$ cat config.mk
export PLATFORM = sky130hd
export DESIGN_NAME = ball_miss_serve
export DESIGN_NICKNAME = d
export VERILOG_FILES = /design/src/rtl/ball_miss_serve.sv
export SDC_FILE = /design/constraint.sdc
export NUM_CORES = 1
export LEC_CHECK = 0
export BUFFER_PORTS_ARGS = -buffer_cell sky130_fd_sc_hd__buf_4
export CORE_MARGIN = 2
export CORE_UTILIZATION = 54
export CTS_CLUSTER_DIAMETER = 120
export DETAILED_ROUTE_END_ITERATION = 16
export GPL_TIMING_DRIVEN = 0
export PLACE_DENSITY = 0.88
export SLEW_MARGIN = 40
export SYNTH_ARGS = -nofsm -noshare
export SYNTH_HDL_FRONTEND = slang
export SYNTH_SLANG_ARGS = --single-unit
$ cat constraint.sdc
create_clock -name clk7_159 -period 2.56 [get_ports clk7_159]
set_input_delay 0.512 -clock clk7_159 [delete_from_list [all_inputs] [get_ports clk7_159]]
set_output_delay 0.512 -clock clk7_159 [all_outputs]
set_load 0.02 [all_outputs]
$ cat src/rtl/ball_miss_serve.sv
// ball_miss_serve: detects a ball miss in horizontal blanking, raises sc, pulses miss_l/miss_r
// and times the frame-counted serve delay. Optional macro SERVE_SIDE_EN registers serve_left.
module ball_miss_serve #(
  parameter int SERVE_FRAMES = 60,
  parameter int CNT_W        = 7
) (
  input  logic clk7_159,
  input  logic _reset,
  input  logic _hvid,
  input  logic _hblank,
  input  logic vreset,
  input  logic l,
  input  logic r,
  input  logic attract,
  input  logic game_over,
  output logic sc,
  output logic serve,
  output logic miss_l,
  output logic miss_r,
  output logic serve_left
);

  localparam logic [1:0] ST_PLAY   = 2'd0;
  localparam logic [1:0] ST_MISSED = 2'd1;
  localparam logic [1:0] ST_WAIT   = 2'd2;

  localparam logic [CNT_W-1:0] LAST_FRAME = CNT_W'(SERVE_FRAMES - 1);

  logic [1:0]       state_q, state_d;
  logic [CNT_W-1:0] cnt_q, cnt_d;
  logic             vreset_dly_q, vreset_dly_d;
  logic             rebound_q, rebound_d;
  logic             sc_q, sc_d;
  logic             serve_q, serve_d;
  logic             miss_l_q, miss_l_d;
  logic             miss_r_q, miss_r_d;
  logic             fe, hit, side_left, side_right;

  always_comb begin
    fe           = vreset & ~vreset_dly_q;
    hit          = ~_hvid & ~_hblank;
    side_left    = l & ~r;
    side_right   = r & ~l;
    vreset_dly_d = vreset;
    state_d      = state_q;
    cnt_d        = cnt_q;
    rebound_d    = rebound_q;
    miss_l_d     = 1'b0;
    miss_r_d     = 1'b0;
    case (state_q)
      ST_PLAY: begin
        // A hit on the same clock as a frame edge still enters MISSED; that edge is not reused.
        if (hit) begin
          state_d   = ST_MISSED;
          rebound_d = attract;
          miss_l_d  = ~attract & side_left;
          miss_r_d  = ~attract & side_right;
        end
      end
      ST_MISSED: begin
        if (fe) begin
          if (rebound_q) begin
            state_d = ST_PLAY;
          end else begin
            state_d = ST_WAIT;
            cnt_d   = '0;
          end
        end
      end
      ST_WAIT: begin
        if (fe) begin
          if (attract) begin
            state_d = ST_PLAY;
            cnt_d   = '0;
          end else if (game_over) begin
            cnt_d = '0;
          end else if (cnt_q == LAST_FRAME) begin
            state_d = ST_PLAY;
            cnt_d   = '0;
          end else begin
            cnt_d = cnt_q + 1'b1;
          end
        end
      end
      default: begin
        state_d = ST_WAIT;
        cnt_d   = '0;
      end
    endcase
    // sc and serve are pure functions of the state being entered.
    sc_d    = (state_d == ST_MISSED);
    serve_d = (state_d != ST_WAIT);
  end

  always_ff @(posedge clk7_159) begin
    if (!_reset) begin
      state_q      <= ST_WAIT;
      cnt_q        <= '0;
      vreset_dly_q <= 1'b0;
      rebound_q    <= 1'b0;
      sc_q         <= 1'b0;
      serve_q      <= 1'b0;
      miss_l_q     <= 1'b0;
      miss_r_q     <= 1'b0;
    end else begin
      state_q      <= state_d;
      cnt_q        <= cnt_d;
      vreset_dly_q <= vreset_dly_d;
      rebound_q    <= rebound_d;
      sc_q         <= sc_d;
      serve_q      <= serve_d;
      miss_l_q     <= miss_l_d;
      miss_r_q     <= miss_r_d;
    end
  end

  assign sc     = sc_q;
  assign serve  = serve_q;
  assign miss_l = miss_l_q;
  assign miss_r = miss_r_q;

`ifdef SERVE_SIDE_EN
  logic serve_left_q, serve_left_d;

  // Next serve heads toward whoever missed; no-side and rebound hits leave it alone.
  always_comb begin
    serve_left_d = serve_left_q;
    if ((state_q == ST_PLAY) && hit && !attract) begin
      if (side_left) begin
        serve_left_d = 1'b1;
      end else if (side_right) begin
        serve_left_d = 1'b0;
      end
    end
  end

  always_ff @(posedge clk7_159) begin
    if (!_reset) begin
      serve_left_q <= 1'b0;
    end else begin
      serve_left_q <= serve_left_d;
    end
  end

  assign serve_left = serve_left_q;
`else
  assign serve_left = 1'b0;
`endif

endmodule

* Yosys cells after proc, flatten, opt, wreduce, memory -nomap -nowiden
Cells that the tools add are included.
Word-level totals: register bits after elaboration 15, output and inout port bits 5, logic and storage cells 49
Operators by class: $add $sub $neg 1, equality and inequality tests 8, multiplexer cells 15, bitwise gates (word level) 13, reductions and logical operators 4
Operator list (count):
- 2-to-1 mux 7 bit | 6
- case mux 7 bit (3 select lines) | 1
- 2-to-1 mux 2 bit | 7
- inequality test 2 bit (second input constant) | 4
- adder 7 x 1 -> 7 bit (second input constant) | 1
- equality test 7 x 6 -> 1 bit (second input constant) | 1
- inverter 1 bit | 7
- bitwise AND 1 bit | 6
- case mux 2 bit (3 select lines) | 1
- equality test 2 x 1 -> 1 bit (second input constant) | 2
- AND reduction 4 bit | 1
- AND reduction 3 bit | 1
- equality test 2 bit (second input constant) | 1
- zero test 2 bit | 1
- AND reduction 2 bit | 1

* Longest topological paths before layout
Gate-level depths: netlist of run 1.
word-level depth 7, depth in mapped cells 5

* Least setup slack after synthesis of run 1
Ideal clock, no wire load.
path type register -> register, start reg cnt_q[0], end reg cnt_q[6], library setup time 117 ps, data arrival time 1437 ps, required time 2443 ps, slack 1006 ps, cell stages (with the launch flop) 6, period minus slack after synthesis 1554 ps, path through dfxtp_1 -> ha_1 -> nand4_2 -> o31a_1 -> a21oi_4 -> and4b_1
Between the ends: word-level cells in the longest chain between the ends 6, elaborated cells between the ends (all ways) 7, those cells by class 1 x add/sub; 1 x eq/ne; 5 x mux
RTL lines:
- start: declaration | RTL line 30 | logic [CNT_W-1:0] cnt_q, cnt_d;
- start signal: assignment | RTL line 107 | cnt_q <= cnt_d;
- adder 7 x 1 -> 7 bit or equality test 7 x 6 -> 1 bit (tied branches) | RTL line 81, 77
- 2-to-1 mux 7 bit (*) | RTL line 77 | end else if (cnt_q == LAST_FRAME) begin
- 2-to-1 mux 7 bit (*) | RTL line 75 | end else if (game_over) begin
- 2-to-1 mux 7 bit (*) | RTL line 72 | if (attract) begin
- 2-to-1 mux 7 bit (*) | RTL line 71 | if (fe) begin
- case mux 7 bit (3 select lines) (*) | RTL line 50 | case (state_q)
Mark *: on every way between the ends. The rest lies on a longest branch, timed or not. The select of a mux whose other input is x is not followed. A chain may end at the register's enable or synchronous reset.

* Worst setup path in the final report of run 1
Ends and elaborated chain as after synthesis.

==> results.yml, run 1 <==
setup_path:
  r2r_cells: 5
  critPathLaunch: "cnt_q[0]"
  path_max_fanout: 7
  critPathRequiredTime_ps: 2750
  cp-end-kind: "register"
  crit_arrival_ps: 1980
  timing.rr.start: "cnt_q[0]"
  r2r-end: "cnt_q[6]"
  reg2reg_setup_slack_ps: 770
  critPathLaunchType: "register"
  path_class: "reg2reg"
sta:
  slew_violations: 0
  fin_crit_ps: 1790
  final.setup.tns_ps: 0
  max_freq_ghz: 0.559
  worst_slack_ps: 771
  final_hold_viol_count: 0
  finalCritPeriodShare: 0.699
  finalClockSkew_ps: 1.83
  rsz0062_at_grt: "false"
  setup_violations: 0
  timing.hold.ws_ps: 376
clocking:
  htreeDepth: 1
  cts_buffers: 3
  cts_setup_buffers: 0
  cts_hold_buf: 0
  clockBufferDepth: 2
  root_buffer: "clkbuf_4"
  cts.repair.resized: 0
  clock_sinks: 15
  clk_pin_slew_ps: 90
  cts_tree: "built"
  clock_latency_ps: 290
die:
  start_util: 0.576
  fp.coreArea_mm2: 0.00151
  die_w_um: 44.1
  die_area_mm2: 0.00194
  fp.dieH_um: 44.1
  row_count: 14
  pin_count: 14
pwr:
  p_per_area_mw_per_mm2: 437
  clkPwrFrac: 0.323
  switching_power_uw: 114
  p_int_uw: 325
  power.total_uw: 439
  ir_worst_vdd_mv: 0.305
  power_leakage_nw: 0.394
  pwr-share-seq: 0.550
  p_sw_frac: 0.260
  combPwrFrac: 0.127
synthesis:
  yosysWarnings: 0
  ys_seq_area_frac: 0.346
  synthTopCellsByArea: "dfxtp_1, nand3_1, a21oi_1"
  ys_ff_latch: 15
  yosys.cell_types.count: 39
  syn_nets: 102
  synth_cells: 92
  synth_ff_type: "dfxtp_1"
  avgSynthCellArea_um2: 9.42
  syn-cell-area_um2: 867
  yosys.area.top_type_share: 0.346
  synth-edff-count: 0
  synth_top_area_cell: "dfxtp_1"
  synthArstFlopShare: 0
global_route:
  groute.usage.overall: 0.231
  grt_antenna_before_repair: 0
  grt_pass1_vias: 738
  grt_pass1_wl_um: 3170
  grt_max_degree: 11
  grt.overflow.total: 0
hold_path:
  holdPathEnd: "miss_l"
  whs_path_depth: 2
  min_path_type: "in2reg"
  min_from: "r"
place:
  dpl.hpwl_um: 1420
  gp_congestion: 0.778
  pre_cts_slack_ps: 811
  port_buffers: 12
outcome:
  status: "complete, no violations"
routing:
  drc: 0
  vias_per_cell: 6.16
  detail-route-antenna-nets: 0
  firstDrtPassIters: 4
  wirelength_um: 1860
  num_vias: 764
  drtIter0Drc: 14
  wl_per_cell_um: 15.0
finish:
  syn2layout_area_growth_pct: 15.7
  fin_nets: 119
  diodes: 0
  drive_above_1_share: 0.296
job:
  cap_violations: 0
-- registers in the layout (all words and copies together), names as in the netlist --
register	flops
serve	1
state_q	2
rebound_q	1
miss_r	1
vreset_dly_q	1
sc	1
miss_l	1
cnt_q	7
-- worst max path at each step --
stage / endpoint / slack (ps) / cells after the start
6_report: cnt_q[6] / 770 / 5
5_1_grt: cnt_q[6] / 650 / 5
4_1_cts: cnt_q[6] / 780 / 5
3_5_place_dp: cnt_q[6] / 810 / 5
3_3_place_gp: cnt_q[6] / 850 / 5
2_1_floorplan: cnt_q[6] / 1010 / 5
-- worst max-delay path, stage by stage (launching register included) --
cell     delay (ps)
dfxtp_1         450
ha_1            300
nand4_2         180
o31a_1          310
a21oi_4         220
and4b_1         220
-- layout make-up --
class                   instances  area (um2)
plain buffers                   5        48.8
clock buffers                   4        26.3
fillers                       132         503
inverters                       5        18.8
multi-input cells              67         499
flip-flops and latches         15         300
well taps                      16        20.0
repair buffers                 12        90.1
-- layer usage --
layer,vias to the layer above,wire (um),global-route usage
met5,-,0,0
met4,0,54,0.188
met3,6,47,0.0490
met2,16,951,0.356
met1,369,805,0.276
li1,373,-,-
-- metrics by stage --
stage          instances   util  area (um2)
2_1_floorplan         92      -         867
3_3_place_gp         120  0.649         977
3_5_place_dp         120  0.649         977
4_1_cts              124  0.666        1000
5_1_grt              124  0.666        1000
6_report             124  0.666        1000
-- kinds of logic (layout without fill, tap and decap cells) --
| logic type | count (synthesis) | in the layout | synth area share |
|---|---|---|---|
| compound gates | 25 | 25 | 0.222 |
| fa+ha+maj | 1 | 1 | 0.0144 |
| buf+inv | 10 | 26 | 0.0779 |
| flops | 15 | 15 | 0.346 |
| mux | 1 | 1 | 0.0115 |
| other cells | 1 | 1 | 0.00432 |
| simple gates | 39 | 39 | 0.323 |
-- cells in the mapped netlist, types with 3 or more instances --
master	n
nand2_1	4
dfxtp_1	15
nand3_1	9
a21o_1	3
a21oi_1	6
nor2_1	6
nor3b_1	3
inv_1	5
a211oi_1	3
o211ai_1	3
-- layout by cell type, fill, tap and decap left out, types with 3 or more instances in the layout --
cell type and instances:
a211oi_1 3, a21o_1 3, a21oi_1 6, buf_4 13, clkbuf_4 3, dfxtp_1 15, inv_1 5, nand2_1 4
nand3_1 9, nor2_1 6, nor3b_1 3, o211ai_1 3
-- power groups by stage --
stage	registers, mW	clock network [mW]	logic [mW]
detailed placement	0.247	0	0.0553
global route	0.243	0.157	0.0605
global placement	0.247	0	0.0539
CTS	0.242	0.144	0.0555
floorplan	0.247	0	0.0336
finish	0.242	0.142	0.0556
Power figures use the tool's default switching activity.
==> inputs of run 2 (changes only) <==
--- a/config.mk
+++ b/config.mk
@@ -7,11 +7,11 @@
 export LEC_CHECK = 0
 export BUFFER_PORTS_ARGS = -buffer_cell sky130_fd_sc_hd__buf_4
 export CORE_MARGIN = 2
-export CORE_UTILIZATION = 54
+export CORE_UTILIZATION = 48
 export CTS_CLUSTER_DIAMETER = 120
 export DETAILED_ROUTE_END_ITERATION = 16
 export GPL_TIMING_DRIVEN = 0
-export PLACE_DENSITY = 0.88
+export PLACE_DENSITY = 0.83
 export SLEW_MARGIN = 40
 export SYNTH_ARGS = -nofsm -noshare
 export SYNTH_HDL_FRONTEND = slang
==> constraint.sdc (replaced) <==
create_clock -name clk7_159 -period 1.5 [get_ports clk7_159]
set_input_delay 0.3 -clock clk7_159 [delete_from_list [all_inputs] [get_ports clk7_159]]
set_output_delay 0.3 -clock clk7_159 [all_outputs]
set_load 0.02 [all_outputs]
==> run 2 against run 1 <==
  * Count of clock-buffer cells in the layout fell by 1
  * Critical path depth did not move
  * Sequential share of layout area fell by 2.5 points
  * Utilization fell by 0.46 points
  * Combinational power rose by 110%
  * Critical endpoint unchanged
  * Flip-flop and latch count did not move
==> results.yml, run 2 (synthesized netlist as in run 1, its figures left out) <==
outcome:
  status: "complete, no violations"
sta:
  max_freq_ghz: 0.697
  finalClockSkew_ps: 5.71
  timing.hold.ws_ps: 151
  slew_violations: 0
  fin_crit_ps: 1440
  final_hold_viol_count: 0
  setup_violations: 0
  rsz0062_at_grt: "true"
  finalCritPeriodShare: 0.957
place:
  dpl.hpwl_um: 1250
  gp_congestion: 0.771
  port_buffers: 12
  dp_cells: 129
global_route:
  grt_max_degree: 11
  groute.usage.overall: 0.216
  grt.overflow.total: 0
  grt_antenna_before_repair: 0
  grt_pass1_wl_um: 3220
  grt_pass1_vias: 789
routing:
  drtIter0Drc: 12
  drc: 0
  wl_per_cell_um: 13.9
  firstDrtPassIters: 6
  dr_wl_met3_um: 75
  num_vias: 804
  vias_per_cell: 5.66
  detail-route-antenna-nets: 0
  dr_wl_met2_um: 992
  wirelength_um: 1970
  wl_met1_um: 840
  highest_layer: "met4"
die:
  fp.coreArea_mm2: 0.00171
  row_count: 15
  pin_count: 14
  fp.dieH_um: 46.5
  start_util: 0.508
  die_w_um: 46.5
  die_area_mm2: 0.00216
finish:
  largest_register_ff_count: 7
  layout_commonest_cell: "buf_4"
  fillers: 135
  largest-register: "cnt_q"
  stdcell_count: 142
  drive_above_1_share: 0.402
  final_cell_mix: "buf_4, dfxtp_1, nand3_1, nor2_1, a21oi_1"
  fin_nets: 128
  diodes: 0
  syn2layout_area_growth_pct: 30.3
  reg.largest.list: "cnt_q (7), state_q (2)"
setup_path:
  path_max_fanout: 5
  cp_num_buf_inv: 0
  crit_path_top_delay_cell: "dfxtp_4"
  worstPathCellList: "ha_4, nand4_4, o31a_1, a21oi_4, and4b_1"
  slowest_delay_ps: 380
  crit_arrival_ps: 1630
  critPathRequiredTime_ps: 1700
  cp-end-kind: "register"
  cp_top_family: "compound AO/OA/AOI/OAI gates"
  path_class: "reg2reg"
  critPathLaunchType: "register"
pwr:
  pwr-share-seq: 0.533
  clkPwrFrac: 0.317
  power_leakage_nw: 0.452
  p_int_uw: 563
  p_sw_frac: 0.268
  ir_worst_vdd_mv: 0.561
  p_per_area_mw_per_mm2: 680
  combPwrFrac: 0.150
  switching_power_uw: 206
clocking:
  clk_pin_slew_ps: 100
  root_buffer: "clkbuf_4"
  clock_latency_ps: 300
  cts_tree: "built"
  clock_sinks: 15
  htreeDepth: 1
  cts_buffers: 3
  clockBufferDepth: 2
job:
  cap_violations: 0
hold_path:
  min_path_type: "in2reg"
run 2: repair_timing:
action,CTS,global route
hold buffers,0,0
pin swaps,2,5
resized for setup,6,3
setup endpoints to repair,6,5
gates cloned,0,0
buffers inserted,7,2
run 2: power by group through the flow:
stage | combinational (mW) | sequential [mW] | clock, mW
6_report | 0.115 | 0.409 | 0.244
5_1_grt | 0.126 | 0.410 | 0.260
4_1_cts | 0.113 | 0.409 | 0.249
3_5_place_dp | 0.0939 | 0.422 | 0
3_3_place_gp | 0.0928 | 0.421 | 0
2_1_floorplan | 0.0575 | 0.423 | 0
run 2: worst register-to-register path, delay by kind of cell, from the launching register on:
kind	cells	cell delay, ps
AO/OA/AOI/OAI	2	490
flip-flops	1	380
AND/OR/NAND/NOR	2	300
adder cells (fa/ha/maj)	1	160
run 2: path summary, 6_finish.rpt:
kind | end | from | depth (start not counted) | slack (ps)
setup / recovery | cnt_q[6] | cnt_q[0] | 5 | 60
hold reg to reg | rebound_q | rebound_q | 2 | 540
setup reg to reg | cnt_q[6] | cnt_q[0] | 5 | 60
hold / removal | miss_r | l | 2 | 150
run 2: final cells by class:
cell class,instances,area [um2],share of cell area
plain buffers,5,51.3,0.0454
clock buffers,3,22.5,0.0199
clock inverters,1,5.00,0.00443
inverters,5,18.8,0.0166
multi-input cells,67,529,0.468
flip-flops and latches,15,310,0.275
well taps,25,31.3,0.0277
repair buffers,21,161,0.143
run 2: stage by stage:
step	area, um2	TNS, ps	util	setup slack [ps]	power (mW)
after floorplan	872	0	-	21.9	0.480
after global placement	993	-123	0.582	-123	0.514
after detailed placement	993	-135	0.582	-131	0.516
after CTS	1100	-10.2	0.645	-10.2	0.771
after global routing	1130	-0.239	0.662	-0.239	0.796
final	1130	0	0.662	64.9	0.769
run 2: layer usage:
layer	track usage	up-vias
met5	0	-
met4	0.189	0
met3	0.0471	8
met2	0.322	25
met1	0.258	383
li1	-	388
==> inputs of run 3 (changes only) <==
--- a/config.mk
+++ b/config.mk
@@ -5,13 +5,14 @@
 export SDC_FILE = /design/constraint.sdc
 export NUM_CORES = 1
 export LEC_CHECK = 0
+export ABC_CLOCK_PERIOD_IN_PS = 1430
 export BUFFER_PORTS_ARGS = -buffer_cell sky130_fd_sc_hd__buf_4
 export CORE_MARGIN = 2
-export CORE_UTILIZATION = 48
+export CORE_UTILIZATION = 53
 export CTS_CLUSTER_DIAMETER = 120
 export DETAILED_ROUTE_END_ITERATION = 16
 export GPL_TIMING_DRIVEN = 0
-export PLACE_DENSITY = 0.83
+export PLACE_DENSITY = 0.87
 export SLEW_MARGIN = 40
 export SYNTH_ARGS = -nofsm -noshare
 export SYNTH_HDL_FRONTEND = slang
==> constraint.sdc (replaced) <==
create_clock -name clk7_159 -period 1.43 [get_ports clk7_159]
set_input_delay 0.286 -clock clk7_159 [delete_from_list [all_inputs] [get_ports clk7_159]]
set_output_delay 0.286 -clock clk7_159 [all_outputs]
set_load 0.02 [all_outputs]
==> run 3 against run 2 <==
  * The flow now finishes with violations (setup timing)
  * First-iteration DRC count up 42%
  * Hold slack worse by 4.6 ps
  * Cell area down 0.55%
  * Largest power group unchanged
  * Highest routed layer unchanged
==> results.yml, run 3 (synthesized netlist as in run 1, its figures left out) <==
outcome:
  status: "complete, but fails checks"
  violations: "setup timing"
finish:
  stdcell_area_mm2: 0.00112
  fin_nets: 127
  largest-register: "cnt_q"
  final_cell_mix: "buf_4, dfxtp_1, nand3_1, nor2_1, a21oi_1"
  post-route-util: 0.737
  stdcell_count: 132
  drive_above_1_share: 0.422
  reg.largest.list: "cnt_q (7), state_q (2)"
  layout_commonest_cell: "buf_4"
  diodes: 0
  largest_register_ff_count: 7
  syn2layout_area_growth_pct: 29.6
sta:
  setup_violations: 6
  rsz0062_at_grt: "true"
  max_freq_ghz: 0.676
  finalCritPeriodShare: 1.03
  worst_slack_ps: -50.0
  slew_violations: 0
  final_hold_viol_count: 0
  final.setup.tns_ps: -186
  finalClockSkew_ps: 10.1
  fin_crit_ps: 1480
setup_path:
  path_max_fanout: 7
  crit_path_top_delay_cell: "dfxtp_4"
  critPathRequiredTime_ps: 1620
  slowest_delay_ps: 400
  crit_arrival_ps: 1670
  worstPathCellList: "ha_4, nand4_4, o31a_1, a21oi_4, and4b_1"
  critPathLaunchType: "register"
  cp-end-kind: "register"
  path_class: "reg2reg"
die:
  fp.dieH_um: 44.4
  die_area_mm2: 0.00198
  die_w_um: 44.4
  row_count: 14
  fp.coreArea_mm2: 0.00152
  start_util: 0.569
  pin_count: 14
global_route:
  grt_pass1_vias: 752
  grt_antenna_before_repair: 0
  grt_max_degree: 11
  grt.overflow.total: 0
  groute.usage.overall: 0.239
  grt_pass1_wl_um: 3360
job:
  cap_violations: 0
place:
  port_buffers: 12
  gp_congestion: 0.856
  placed_cell_area_mm2: 0.00101
  dpl.hpwl_um: 1360
  dp_cells: 120
routing:
  wl_met1_um: 863
  vias_per_cell: 5.82
  drtIter0Drc: 17
  dr_wl_met2_um: 1110
  firstDrtPassIters: 4
  wirelength_um: 2100
  dr_wl_met3_um: 94
  detail-route-antenna-nets: 0
  drc: 0
  highest_layer: "met4"
  wl_per_cell_um: 15.9
  num_vias: 768
clocking:
  htreeDepth: 1
  cts_buffers: 3
  clk_pin_slew_ps: 100
  clockBufferDepth: 2
  root_buffer: "clkbuf_4"
  clock_sinks: 15
  clock_latency_ps: 290
  cts_tree: "built"
pwr:
  p_int_uw: 595
  combPwrFrac: 0.152
  power_leakage_nw: 0.444
  clkPwrFrac: 0.313
  ir_worst_vdd_mv: 0.662
  switching_power_uw: 211
  pwr-share-seq: 0.535
  power.total_uw: 806
  p_per_area_mw_per_mm2: 718
  p_sw_frac: 0.262
hold_path:
  min_path_type: "in2reg"
[run 3: final timing paths]
kind | start | end | slack (ps) | cells past startpoint
max reg2reg | cnt_q[0] | cnt_q[6] | -50 | 5
min | r | miss_l | 150 | 2
min reg2reg | cnt_q[1] | cnt_q[1] | 540 | 2
max | cnt_q[0] | cnt_q[6] | -50 | 5
[run 3: per-layer routing]
| layer | global-route usage | up-vias |
|---|---|---|
| li1 | - | 386 |
| met1 | 0.289 | 358 |
| met2 | 0.385 | 20 |
| met3 | 0.0571 | 4 |
| met4 | 0.133 | 0 |
| met5 | 0 | - |
[run 3: power by group through the flow]
| stage | registers (mW) | clock network [mW] | logic [mW] |
|---|---|---|---|
| final | 0.432 | 0.252 | 0.122 |
| after global routing | 0.433 | 0.279 | 0.133 |
| after CTS | 0.431 | 0.256 | 0.114 |
| after detailed placement | 0.441 | 0 | 0.100 |
| after global placement | 0.441 | 0 | 0.0971 |
| after floorplan | 0.442 | 0 | 0.0608 |
[run 3: repair_timing]
| item | 4_1_cts | 5_1_grt |
|---|---|---|
| gates resized for setup | 2 | 7 |
| pin swaps | 4 | 4 |
| setup buffers | 5 | 3 |
| hold buffers | 0 | 0 |
| endpoints found under the setup margin | 1 | 11 |
[run 3: final cells by class]
type | instances | area (um2)
plain buffers | 5 | 52.6
clock buffers | 4 | 26.3
fillers | 119 | 400
inverters | 5 | 18.8
multi-input cells | 67 | 543
flip-flops and latches | 15 | 309
well taps | 16 | 20.0
repair buffers | 20 | 154
[run 3: through the flow]
| stage | setup WS, ps | hold WS [ps] |
|---|---|---|
| 2_1_floorplan | 18.4 | 362 |
| 3_5_place_dp | -104 | 461 |
| 5_1_grt | -103 | 146 |
| 4_1_cts | -8.20 | 150 |
| 3_3_place_gp | -90.5 | 454 |
| 6_report | -50.0 | 146 |
[run 3: critical path: cells and delay by family, from the launching register on]
kind            cells  cell delay (ps)
fa+ha+maj           1              160
compound gates      2              520
flops               1              400
simple gates        2              310
